File: src/rtl/data_memory_ctrl.sv
`default_nettype none
// ============================================================================
// data_memory_ctrl : lane-masked data memory with registered read, same-edge
//                    write-to-read forwarding and a zero-fill sweep after reset
// Revision 1.0
// ============================================================================
module data_memory_ctrl #(
  parameter int DATA_WIDTH    = 16,
  parameter int LANE_WIDTH    = 8,
  parameter int ADDRESS_WIDTH = 4,
  parameter int DEPTH         = 1 << ADDRESS_WIDTH
) (
  input  logic                               Clock,
  input  logic                               Reset_n,
  input  logic                               Write_Enable,
  input  logic [ADDRESS_WIDTH-1:0]           write_address,
  input  logic [DATA_WIDTH/LANE_WIDTH-1:0]   Write_Mask,
  input  logic [DATA_WIDTH-1:0]              DATA_WRITE,
  input  logic                               Read_Enable,
  input  logic [ADDRESS_WIDTH-1:0]           read_address,
  output logic [DATA_WIDTH-1:0]              DATA_READ,
  output logic                               Read_Valid,
  output logic                               Addr_Error,
  output logic                               Busy
);

  localparam int LANES = DATA_WIDTH / LANE_WIDTH;
  localparam int IDX_W = (DEPTH > 1) ? $clog2(DEPTH) : 1;
  localparam logic [ADDRESS_WIDTH:0] DEPTH_LIM = (ADDRESS_WIDTH + 1)'(DEPTH);

  typedef enum logic [1:0] {
    RST   = 2'd0,
    CLEAR = 2'd1,
    READY = 2'd2
  } state_t;

  state_t                 state;
  state_t                 state_next;
  logic [IDX_W-1:0]       clr_addr;
  logic [DATA_WIDTH-1:0]  mem [DEPTH];

  logic                   ready;
  logic                   clr_last;
  logic                   wr_in_range;
  logic                   rd_in_range;
  logic                   wr_acc;
  logic                   rd_acc;
  logic                   wr_err;
  logic                   rd_err;
  logic                   fwd;
  logic [IDX_W-1:0]       wr_idx;
  logic [IDX_W-1:0]       rd_idx;
  logic [DATA_WIDTH-1:0]  old_word;
  logic [DATA_WIDTH-1:0]  merged;
  logic [DATA_WIDTH-1:0]  rd_word;

  assign ready       = (state == READY);
  assign clr_last    = (clr_addr == IDX_W'(DEPTH - 1));
  assign wr_in_range = ({1'b0, write_address} < DEPTH_LIM);
  assign rd_in_range = ({1'b0, read_address} < DEPTH_LIM);
  assign wr_idx      = write_address[IDX_W-1:0];
  assign rd_idx      = read_address[IDX_W-1:0];

  assign wr_acc = ready && Write_Enable && wr_in_range;
  assign wr_err = ready && Write_Enable && !wr_in_range;
  assign rd_acc = ready && Read_Enable && rd_in_range;
  assign rd_err = ready && Read_Enable && !rd_in_range;

  // Merged word is both the new memory contents and the forwarded read value.
  assign old_word = mem[wr_idx];
  for (genvar i = 0; i < LANES; i++) begin : g_lane
    assign merged[i*LANE_WIDTH +: LANE_WIDTH] = Write_Mask[i] ?
        DATA_WRITE[i*LANE_WIDTH +: LANE_WIDTH] : old_word[i*LANE_WIDTH +: LANE_WIDTH];
  end

  assign fwd     = wr_acc && rd_acc && (write_address == read_address);
  assign rd_word = fwd ? merged : mem[rd_idx];

  always_ff @(posedge Clock) begin
    if (!Reset_n) begin
      state <= RST;
    end else begin
      state <= state_next;
    end
  end

  always_comb begin
    state_next = state;
    Busy       = 1'b1;
    case (state)
      RST:     state_next = clr_last ? READY : CLEAR;
      CLEAR:   if (clr_last) state_next = READY;
      READY:   Busy = 1'b0;
      default: state_next = RST;
    endcase
  end

  always_ff @(posedge Clock) begin
    if (!Reset_n) begin
      clr_addr   <= '0;
      DATA_READ  <= '0;
      Read_Valid <= 1'b0;
      Addr_Error <= 1'b0;
    end else begin
      Read_Valid <= rd_acc || rd_err;
      Addr_Error <= wr_err || rd_err;
      if (rd_acc) begin
        DATA_READ <= rd_word;
      end else if (rd_err) begin
        DATA_READ <= '0;
      end
      if (!ready) begin
        clr_addr <= clr_addr + IDX_W'(1);
      end
    end
  end

  // No reset on the array itself; the sweep zeroes it, starting on the release edge.
  always_ff @(posedge Clock) begin
    if (Reset_n && !ready) begin
      mem[clr_addr] <= '0;
    end else if (wr_acc) begin
      mem[wr_idx] <= merged;
    end
  end

endmodule
`default_nettype wire
File: config.mk
export PLATFORM = sky130hd
export DESIGN_NAME = data_memory_ctrl
export DESIGN_NICKNAME = d
export VERILOG_FILES = /design/src/rtl/data_memory_ctrl.sv
export SDC_FILE = /design/constraint.sdc
export NUM_CORES = 1
export LEC_CHECK = 0
export CORE_ASPECT_RATIO = 0.9
export CORE_MARGIN = 3
export CORE_UTILIZATION = 60
export DETAILED_ROUTE_END_ITERATION = 8
export GPL_ROUTABILITY_DRIVEN = 0
export GPL_TIMING_DRIVEN = 0
export PLACE_DENSITY = 0.82
export SYNTH_ARGS = -nofsm -noshare
export SYNTH_HDL_FRONTEND = slang
export SYNTH_SLANG_ARGS = --single-unit
File: constraint.sdc
create_clock -name Clock -period 6.5 [get_ports Clock]
set_input_delay 0.65 -clock Clock [delete_from_list [all_inputs] [get_ports Clock]]
set_output_delay 0.65 -clock Clock [all_outputs]
set_load 0.005 [all_outputs]
# Yosys cells after proc, flatten, opt, wreduce, memory -nomap -nowiden
# Memories as Yosys holds them, arrays and structs flattened. A register that Yosys moved wholly into a read port is not among the register bits.
# Cells that the tools add are included.
[totals]
reg_bits = 7
latchBits = 0
ramBits = 256
romBits = 0
inputBits = 30
output_inout_bits = 19
mem_count = 1
[classes]
add_sub_neg = 1
multipliers = 0
n_div = 0
magnitude_cmp = 0
n_eq_ne = 4
shifts = 0
mux = 14
bitwise_logic = 1
n_reduce_logical = 8
[mem_list]
columns = ["memory", "words", "word_bits", "rd", "rd_ports_with_merged_regs", "wr", "line_no", "text"]
rows = [
  ["mem", 16, 16, 2, 1, 1, "40", "logic [DATA_WIDTH-1:0] mem [DEPTH];"],
]
[op_table]
columns = ["op", "count"]
rows = [
  ["16-bit two-way mux", 1],
  ["8-bit two-way mux", 2],
  ["16-bit OR reduction", 1],
  ["1-bit two-way mux", 7],
  ["2-bit one-hot mux with 3 select lines", 1],
  ["4-bit by 1-bit adder with 4-bit output (second input constant)", 1],
  ["4-bit == test (second input constant)", 1],
  ["2-bit two-way mux", 2],
  ["4-bit two-way mux", 1],
  ["1-bit logical AND", 3],
  ["2-bit by 1-bit == test with 1-bit output (second input constant)", 1],
  ["2-bit == test (second input constant)", 1],
  ["1-bit logical NOT", 2],
  ["2-bit logical NOT", 1],
  ["2-bit != test (second input constant)", 1],
  ["2-bit AND reduction", 1],
  ["1-bit inverter", 1],
]

# Longest topological paths before layout
# Gate-level depths: netlist of the first run.
[logic_depth]
depth_word = 7
ltp_mapped = 8

# Worst setup path after synthesis of the first run
# OpenSTA, ideal clock, no wires.
[synth_path]
path_kind = "input to register"
start = "input port write_address[0]"
end = "memory mem[12][0] (enable)"
setup_time_ns = 0.388
arrival_time_ns = 2.351
t_required_ns = 6.112
setup_slack_ns = 3.761
cell_stages = 7
cell_sequence = "clkbuf_1 or2_2 clkbuf_1 buf_2 nor2_1 a31oi_1 nor2_1"
[synth_via]
elab_chain_len = 1
[synth_lines]
columns = ["item", "line_no", "text"]
rows = [
  ["start: declaration", "16", "input logic [ADDRESS_WIDTH-1:0] write_address,"],
  ["4-bit two-way mux (no line)", "--", ""],
  ["end: declaration", "40", ""],
]
# Every way passes these cells.

# Worst setup path after layout of the first run
[layout_path]
start = "input port write_address[0]"
end = "memory mem[7][14], data pin"
[layout_via]
elab_chain_len = 3
[layout_lines]
columns = ["item", "line_no", "text"]
rows = [
  ["memory read 16 x 16 bit", "--", ""],
  ["8-bit two-way mux", "72", "assign merged[i*LANE_WIDTH +: LANE_WIDTH] = Write_Mask[i] ?"],
  ["16-bit two-way mux (no line)", "--", ""],
]
# Every way passes these cells.

==> results of run 1 <==
==> worst min-delay path by stage <==
stage / start / slack (ns) / endpoint / cells past startpoint
6_report: DATA_READ[4] / 0.48 / DATA_READ[4] / 2
3_5_place_dp: DATA_READ[3] / 0.46 / DATA_READ[3] / 2
4_1_cts: DATA_READ[4] / 0.48 / DATA_READ[4] / 2
3_3_place_gp: DATA_READ[3] / 0.46 / DATA_READ[3] / 2
5_1_grt: DATA_READ[4] / 0.50 / DATA_READ[4] / 2
2_1_floorplan: state[1] / 0.46 / state[0] / 1
==> registers in the layout, indices dropped and copies added, names as in the netlist <==
register and count:
DATA_READ 16, Read_Valid 1, clr_addr 4, mem 256
state 2
==> kinds of logic after synthesis <==
logic type	Yosys count	synth area share
flip-flops	279	0.616
buffers and inverters	65	0.0273
XOR/XNOR	7	0.00464
AND/OR/NAND/NOR	82	0.0272
adder cells (fa/ha/maj)	1	0.000946
AO/OA/AOI/OAI	97	0.0557
other	1	0.000284
multiplexers	176	0.268
==> final cells by class <==
| type | count | area (sq um) | area share |
|---|---|---|---|
| clock inverter | 23 | 354 | 0.0230 |
| sequential | 279 | 8150 | 0.530 |
| timing repair buffer | 55 | 688 | 0.0448 |
| buffer | 59 | 339 | 0.0221 |
| inverter | 6 | 22.5 | 0.00147 |
| multi-input combinational | 364 | 4760 | 0.309 |
| tap | 286 | 358 | 0.0233 |
| clock buffer | 29 | 704 | 0.0458 |
==> metal layers <==
metal / wire length (um) / vias to the layer above / track usage
met4: 2450 / 0 / 0.160
met1: 13200 / 4219 / 0.481
met3: 7270 / 210 / 0.118
met2: 18300 / 1015 / 0.519
met5: 0 / - / 0
li1: - / 3202 / -
==> synth_stat cells, drive strengths merged, types with 2 or more instances <==
library cell	number	area (sq um)
dfxtp	23	460
inv	6	22.5
edfxtp	256	7690
a31oi	5	31.3
o211ai	32	320
buf	37	257
mux2i	40	400
or2	2	12.5
and3	2	12.5
nand2	22	82.6
o22ai	16	100
nor2	44	165
a21oi	20	100
xor2	6	52.6
mux4	136	3140
a211oi	18	135
nor3	3	15.0
clkbuf	22	82.6
==> metrics by stage <==
stage	instances	total power, uW	hold slack, ns	utilization	area [sq um]
2_1_floorplan	708	2190	0.457	-	13200
3_3_place_gp	1034	2290	0.456	0.659	14000
3_5_place_dp	1049	2310	0.462	0.675	14300
4_1_cts	1101	4110	0.483	0.725	15400
5_1_grt	1101	4210	0.502	0.725	15400
6_report	1101	4130	0.479	0.725	15400
==> power by group through the flow <==
| stage | clock network (uW) | registers [uW] | logic (uW) |
|---|---|---|---|
| floorplan | 0 | 2000 | 195 |
| global placement | 0 | 2000 | 291 |
| detailed placement | 0 | 2000 | 307 |
| CTS | 1840 | 1960 | 310 |
| global route | 1920 | 1970 | 327 |
| finish | 1840 | 1970 | 322 |
==> cell usage in the layout (no fill, tap or decap), types with 10 or more instances in the layout <==
master,count
a21oi_1,20
nand2_1,22
dfxtp_1,23
clkdlybuf4s50_1,40
mux4_1,20
buf_2,20
buf_8,10
o211ai_2,16
a211oi_1,18
mux2i_1,40
o211ai_1,16
nor2_1,28
clkbuf_1,23
o22ai_1,16
clkbuf_16,28
mux4_2,116
nor2_2,15
edfxtp_1,256
==> critical path, stage by stage <==
cell             delay, ns
clkdlybuf4s50_1       0.50
clkbuf_1              0.62
nand2b_1              0.21
clkbuf_1              0.66
buf_2                 0.53
o22ai_1               0.14
a211oi_1              0.28
a21oi_1               0.11
nor2_1                0.76
==> metrics.md, run 1 <==
| Metric | Value |
|---|---|
| Row count | 50 |
| Worst-Margin Slew | 1.21 ns |
| Starting density of the core | 0.623 |
| Critical path startpoint category | input port |
| Worst EP arrival | 4.47 ns |
| Vias in the first global route | 8637 |
| Seq/Total Area, Yosys | 0.616 |
| GRT Util Overall | 0.351 |
| Area Overhead vs Synth | 16.3% |
| Distinct cells, synth | 44 |
| H-tree levels | 1 |
| Leak | 0.00550 uW |
| Routed Antenna Nets | 0 |
| Die area | 23900 sq um |
| Max-cap viol count | 0 |
| Worst Hold Class | reg -> reg |
| Critical path type | in -> reg |
| Post-synth design cell area | 13200 sq um |
| Cells after Synth | 708 |
| Resize count post-CTS | 0 |
| EDFF count, synth | 256 |
| Setup TNS | 0 ns |
| Post-CTS Setup Bufs | 0 |
| WP data required | 6.73 ns |
| Residual overflow from global routing | 0 |
| Post-DP HPWL | 25.5 mm |
| Setup crit end kind | flip-flop |
| # setup viols final | 0 |
| Clock Pin Slew Worst Setup and Hold Paths | 0.06 ns |
| Clock buffer depth | 3 |
| Period utilisation layout | 0.653 |
| Top-Level Pins | 49 |
| Setup slack after layout | 2.26 ns |
| Drt drc | 0 |
| Status | complete, no violations |
| TritonCTS clock tree | done |
| # fillers | 1147 |
| Initial antenna violation count | 0 |
| Port-buffer cells | 40 |
| Post-layout min period | 4.24 ns |
| Dpl ws | 1.96 ns |
| Reg2reg setup slack | 3.49 ns |
| P_int | 3200 uW |
| Worst IR drop on VDD | 187 uV |
| Reg2Reg Depth | 5 |
| Core area | 21200 sq um |
| 1st-pass router iterations | 7 |
| Vias after detailed routing | 8646 |
| Syn avg cell area | 18.7 sq um |
| PD cells | 269 nW/um^2 |
| Fmax | 236 MHz |
| Drt total wl | 41.2 mm |
| First-pass GRT wire length | 58.9 mm |
| Die Height | 147 um |
| Chip width | 162 um |
| Layout cells sized above 1 | 0.304 |
| Sequential Power Share | 0.476 |
| Clk network pwr share | 0.446 |
| Routed vias/inst | 7.85 |
| Clk sinks | 279 |
| Combinational share of power | 0.078 |
| Number of DRC markers in iteration 0 | 1805 |
| Async S/R FF share, synth | 0 |
| RSZ-0062 raised after global routing | false |
| Final #Nets | 824 |
| Largest net degree at the start of global routing | 17 |
| Clock Skew | 0.0146 ns |
| Crit path launch | write_address[0] |
| Clock Latency Late Sink | 0.57 ns |
| P_sw | 930 uW |
| Reg2Reg Capture Point | mem[1][12] |
| Worst r2r src | state[0] |
| # hold bufs at CTS | 0 |
| Crit path max fanout | 16 |
| Mapped Nets | 739 |
| Root buffer cell | clkbuf_16 |
| Final Hold Viols | 0 |
| Wire length per cell | 37.4 um |
| Yosys reg bits | 279 |
| Clock buffer count from CTS | 28 |
| Capture point of the worst path | mem[7][14] |
| N_diodes | 0 |
| Sw frac | 0.225 |
| Most frequently used flop master after synthesis | edfxtp_1 |
| Final Max Slew Viols | 0 |
| Synth warn | 0 |
| Rel. slew slack | 0.193 |
(Power assumes the default switching activity.)
==> run 2, diff against run 1 <==
==> constraint.sdc (replaced) <==
create_clock -name Clock -period 4.2 [get_ports Clock]
set_input_delay 0.42 -clock Clock [delete_from_list [all_inputs] [get_ports Clock]]
set_output_delay 0.42 -clock Clock [all_outputs]
set_load 0.005 [all_outputs]
==> results of run 2 <==
Same layout as run 1 (identical final DEF). Status: complete, no violations.
Among the figures that moved: setup slack after placement 1.96 ns -> -0.108 ns; setup slack after layout 2.26 ns -> 0.188 ns; register-to-register setup slack 3.49 ns -> 1.19 ns; total power 4130 uW -> 6390 uW; worst IR drop on VDD 187 uV -> 290 uV
==> run 3, diff against run 2 <==
--- a/config.mk
+++ b/config.mk
@@ -8,6 +8,7 @@
 export CORE_ASPECT_RATIO = 0.9
 export CORE_MARGIN = 3
 export CORE_UTILIZATION = 60
+export CTS_BUF_LIST = sky130_fd_sc_hd__clkbuf_2
 export DETAILED_ROUTE_END_ITERATION = 8
 export GPL_ROUTABILITY_DRIVEN = 0
 export GPL_TIMING_DRIVEN = 0
==> run 3 against run 2 <==
Die area did not move. Wire length fell by 0.93%. Combinational power about the same. Non-clock buffer count stayed put. Final area down 2.2%. Clock skew up 0.074 ns. Cell count rose by 6.8%. Maximum frequency up 6.5%. Via count rose by 2.8%. Sequential power hardly changed. Register-to-register slack got worse by 0.12 ns. Critical path type unchanged. Critical endpoint is now mem[9][6]. Highest routed layer unchanged.
==> metrics.md, run 3 (synthesis results as in run 1) <==
| Metric | Value |
|---|---|
| RSZ-0062 raised after global routing | false (unchanged) |
| GRT Util Overall | 0.347 (was 0.351) |
| Final #Nets | 865 (was 824) |
| Clock Latency Late Sink | 0.92 ns (was 0.57 ns) |
| Reg2Reg Capture Point | mem[1][6] (was mem[1][12]) |
| Top flop regs | mem x256, DATA_READ x16, clr_addr x4 (unchanged) |
| First-pass GRT wire length | 58.1 mm (was 58.9 mm) |
| Die Height | 147 um (unchanged) |
| Worst path top cell family by delay | buffers and inverters (unchanged) |
| Die area | 23900 sq um (unchanged) |
| Final Hold Viols | 0 (unchanged) |
| Clk sinks | 279 (unchanged) |
| CP peak stage delay | 0.78 ns (was 0.76 ns) |
| Chip width | 162 um (unchanged) |
| H-tree levels | 3 (was 1) |
| Routed vias/inst | 7.56 (was 7.85) |
| Core area | 21200 sq um (unchanged) |
| Setup crit end kind | flip-flop (unchanged) |
| Reg2Reg Depth | 5 (unchanged) |
| Port-buffer cells | 40 (unchanged) |
| Clock Skew | 0.0883 ns (was 0.0146 ns) |
| CP bufs+invs | 4 (unchanged) |
| Root buffer cell | clkbuf_2 (was clkbuf_16) |
| Worst EP arrival | 4.29 ns (was 4.24 ns) |
| Area of placed instances | 14300 sq um (unchanged) |
| Top-Level Pins | 49 (unchanged) |
| Worst r2r src | state[1] (was state[0]) |
| Residual overflow from global routing | 0 (unchanged) |
| Cell area after layout | 15000 sq um (was 15400 sq um) |
| WP data required | 4.72 ns (was 4.43 ns) |
| Layout cells sized above 1 | 0.350 (was 0.304) |
| Slowest stage cell, crit path | nor2_1 (unchanged) |
| Number of DRC markers in iteration 0 | 1832 (was 1805) |
| Largest net degree at the start of global routing | 17 (unchanged) |
| Crit path launch | write_address[0] (unchanged) |
| Leak | 0.00551 uW (was 0.00550 uW) |
| Worst-Margin Slew | 1.21 ns (about the same) |
| Worst IR drop on VDD | 179 uV (was 290 uV) |
| # hold bufs at CTS | 0 (unchanged) |
| Critical path startpoint category | input port (unchanged) |
| Clock buffer count from CTS | 69 (was 28) |
| Setup TNS | 0 ns (unchanged) |
| Commonest cells after routing, fill and taps aside | edfxtp_1 (256), mux4_2 (116), clkbuf_2 (100) (was edfxtp_1 (256), mux4_2 (116), mux2i_1 (40), clkdlybuf4s50_1 (40)) |
| Vias after detailed routing | 8885 (was 8646) |
| Vias in the first global route | 8799 (was 8637) |
| Clock Pin Slew Worst Setup and Hold Paths | 0.12 ns (was 0.06 ns) |
| TritonCTS clock tree | done (unchanged) |
| Max-cap viol count | 0 (unchanged) |
| PD cells | 371 nW/um^2 (was 416 nW/um^2) |
| Period utilisation layout | 0.897 (was 0.955) |
| Fmax | 265 MHz (was 249 MHz) |
| Capture point of the worst path | mem[9][6] (was mem[7][14]) |
| Most flops, register | mem (unchanged) |
| Critical path type | in -> reg (unchanged) |
| # setup viols final | 0 (unchanged) |
| Post-CTS Setup Bufs | 0 (unchanged) |
| 1st-pass router iterations | 8 (was 7) |
| Reg2reg setup slack | 1.07 ns (was 1.19 ns) |
| CP most frequent cell | clkbuf_1 (unchanged) |
| Worst path cell trace | clkdlybuf4s50_1 -> clkbuf_1 -> nand2b_1 -> clkbuf_1 -> buf_2 -> o22ai_1 -> a211oi_1 -> a21oi_1 -> nor2_1 (unchanged) |
| Area Overhead vs Synth | 13.7% (was 16.3%) |
| Fin util | 0.709 (was 0.725) |
| Largest register FFs | 256 (unchanged) |
| Worst Hold Class | in -> reg (was reg -> reg) |
| Drt drc | 0 (unchanged) |
| Initial antenna violation count | 1 (was 0) |
| Starting density of the core | 0.623 (unchanged) |
| Row count | 50 (unchanged) |
| Critical path depth in cells | 9 (unchanged) |
| Post-DP HPWL | 25.5 mm (unchanged) |
| Rel. slew slack | 0.192 (was 0.193) |
| Final Max Slew Viols | 0 (unchanged) |
| Hold Crit Depth | 4 (was 2) |
| Post-layout min period | 3.77 ns (was 4.01 ns) |
| Clock buffer depth | 3 (unchanged) |
| Wire length per cell | 34.7 um (was 37.4 um) |
| Commonest non-fill, non-tap cell in the layout | edfxtp_1 (unchanged) |
| Resize count post-CTS | 0 (unchanged) |
| Routed Antenna Nets | 0 (unchanged) |
| Drt total wl | 40.8 mm (was 41.2 mm) |
| Status | complete, no violations (unchanged) |
| Crit path max fanout | 16 (unchanged) |
-- run 3: cell count changes in the layout (fill, tap and decap cells not counted), sizes merged --
| cell | previous run | this run |
|---|---|---|
| clkbuf | 51 | 122 |
| clkinv | 11 | 21 |
| bufinv | 8 | 4 |
| clkinvlp | 4 | 1 |
| diode | 0 | 1 |
-- run 3: metrics by stage --
stage	std cells	total power [uW]	hold slack [ns]	worst slack, ns
2_1_floorplan	708	3400	0.457	1.69
3_3_place_gp	1034	3550	0.456	-0.433
3_5_place_dp	1049	3570	0.462	-0.108
4_1_cts	1175	5540	0.228	0.769
5_1_grt	1176	5730	0.230	0.420
6_report	1176	5570	0.242	0.433
-- run 3: layer usage --
metal / share of wire / up-vias / global-route usage
li1: - / 3332 / -
met1: 0.33 / 4304 / 0.471
met2: 0.43 / 1024 / 0.493
met3: 0.18 / 225 / 0.141
met4: 0.062 / 0 / 0.173
met5: 0 / - / 0
-- run 3: cell type report --
cell class / instances / area, sq um
Multi-Input combinational cell: 364 / 4760
Antenna cell: 1 / 2.50
Clock buffer: 100 / 500
Timing Repair Buffer: 55 / 688
Sequential cell: 279 / 8150
Fill cell: 1265 / 6170
Buffer: 59 / 339
Tap cell: 286 / 358
Clock inverter: 26 / 218
Inverter: 6 / 22.5
-- run 3: worst min-delay path by stage --
stage	startpoint	to	slack [ns]
finish	read_address[3]	DATA_READ[4]	0.24
detailed placement	DATA_READ[3]	DATA_READ[3]	0.46
floorplan	state[1]	state[0]	0.46
CTS	read_address[3]	DATA_READ[4]	0.23
global route	read_address[3]	DATA_READ[4]	0.23
global placement	DATA_READ[3]	DATA_READ[3]	0.46
-- run 3: worst min-delay path: cells and delay by family --
family / cells / cell delay, ns
buffers and inverters: 1 / 0.24
AO/OA/AOI/OAI: 2 / 0.16
multiplexers: 1 / 0.28
-- run 3: report_power, final --
group | internal, uW | leakage (uW) | switching [uW]
combinational | 202 | 0.00210 | 296
sequential | 3020 | 0.00289 | 17.7
clock | 892 | 0.000519 | 1150
total | 4110 | 0.00551 | 1460
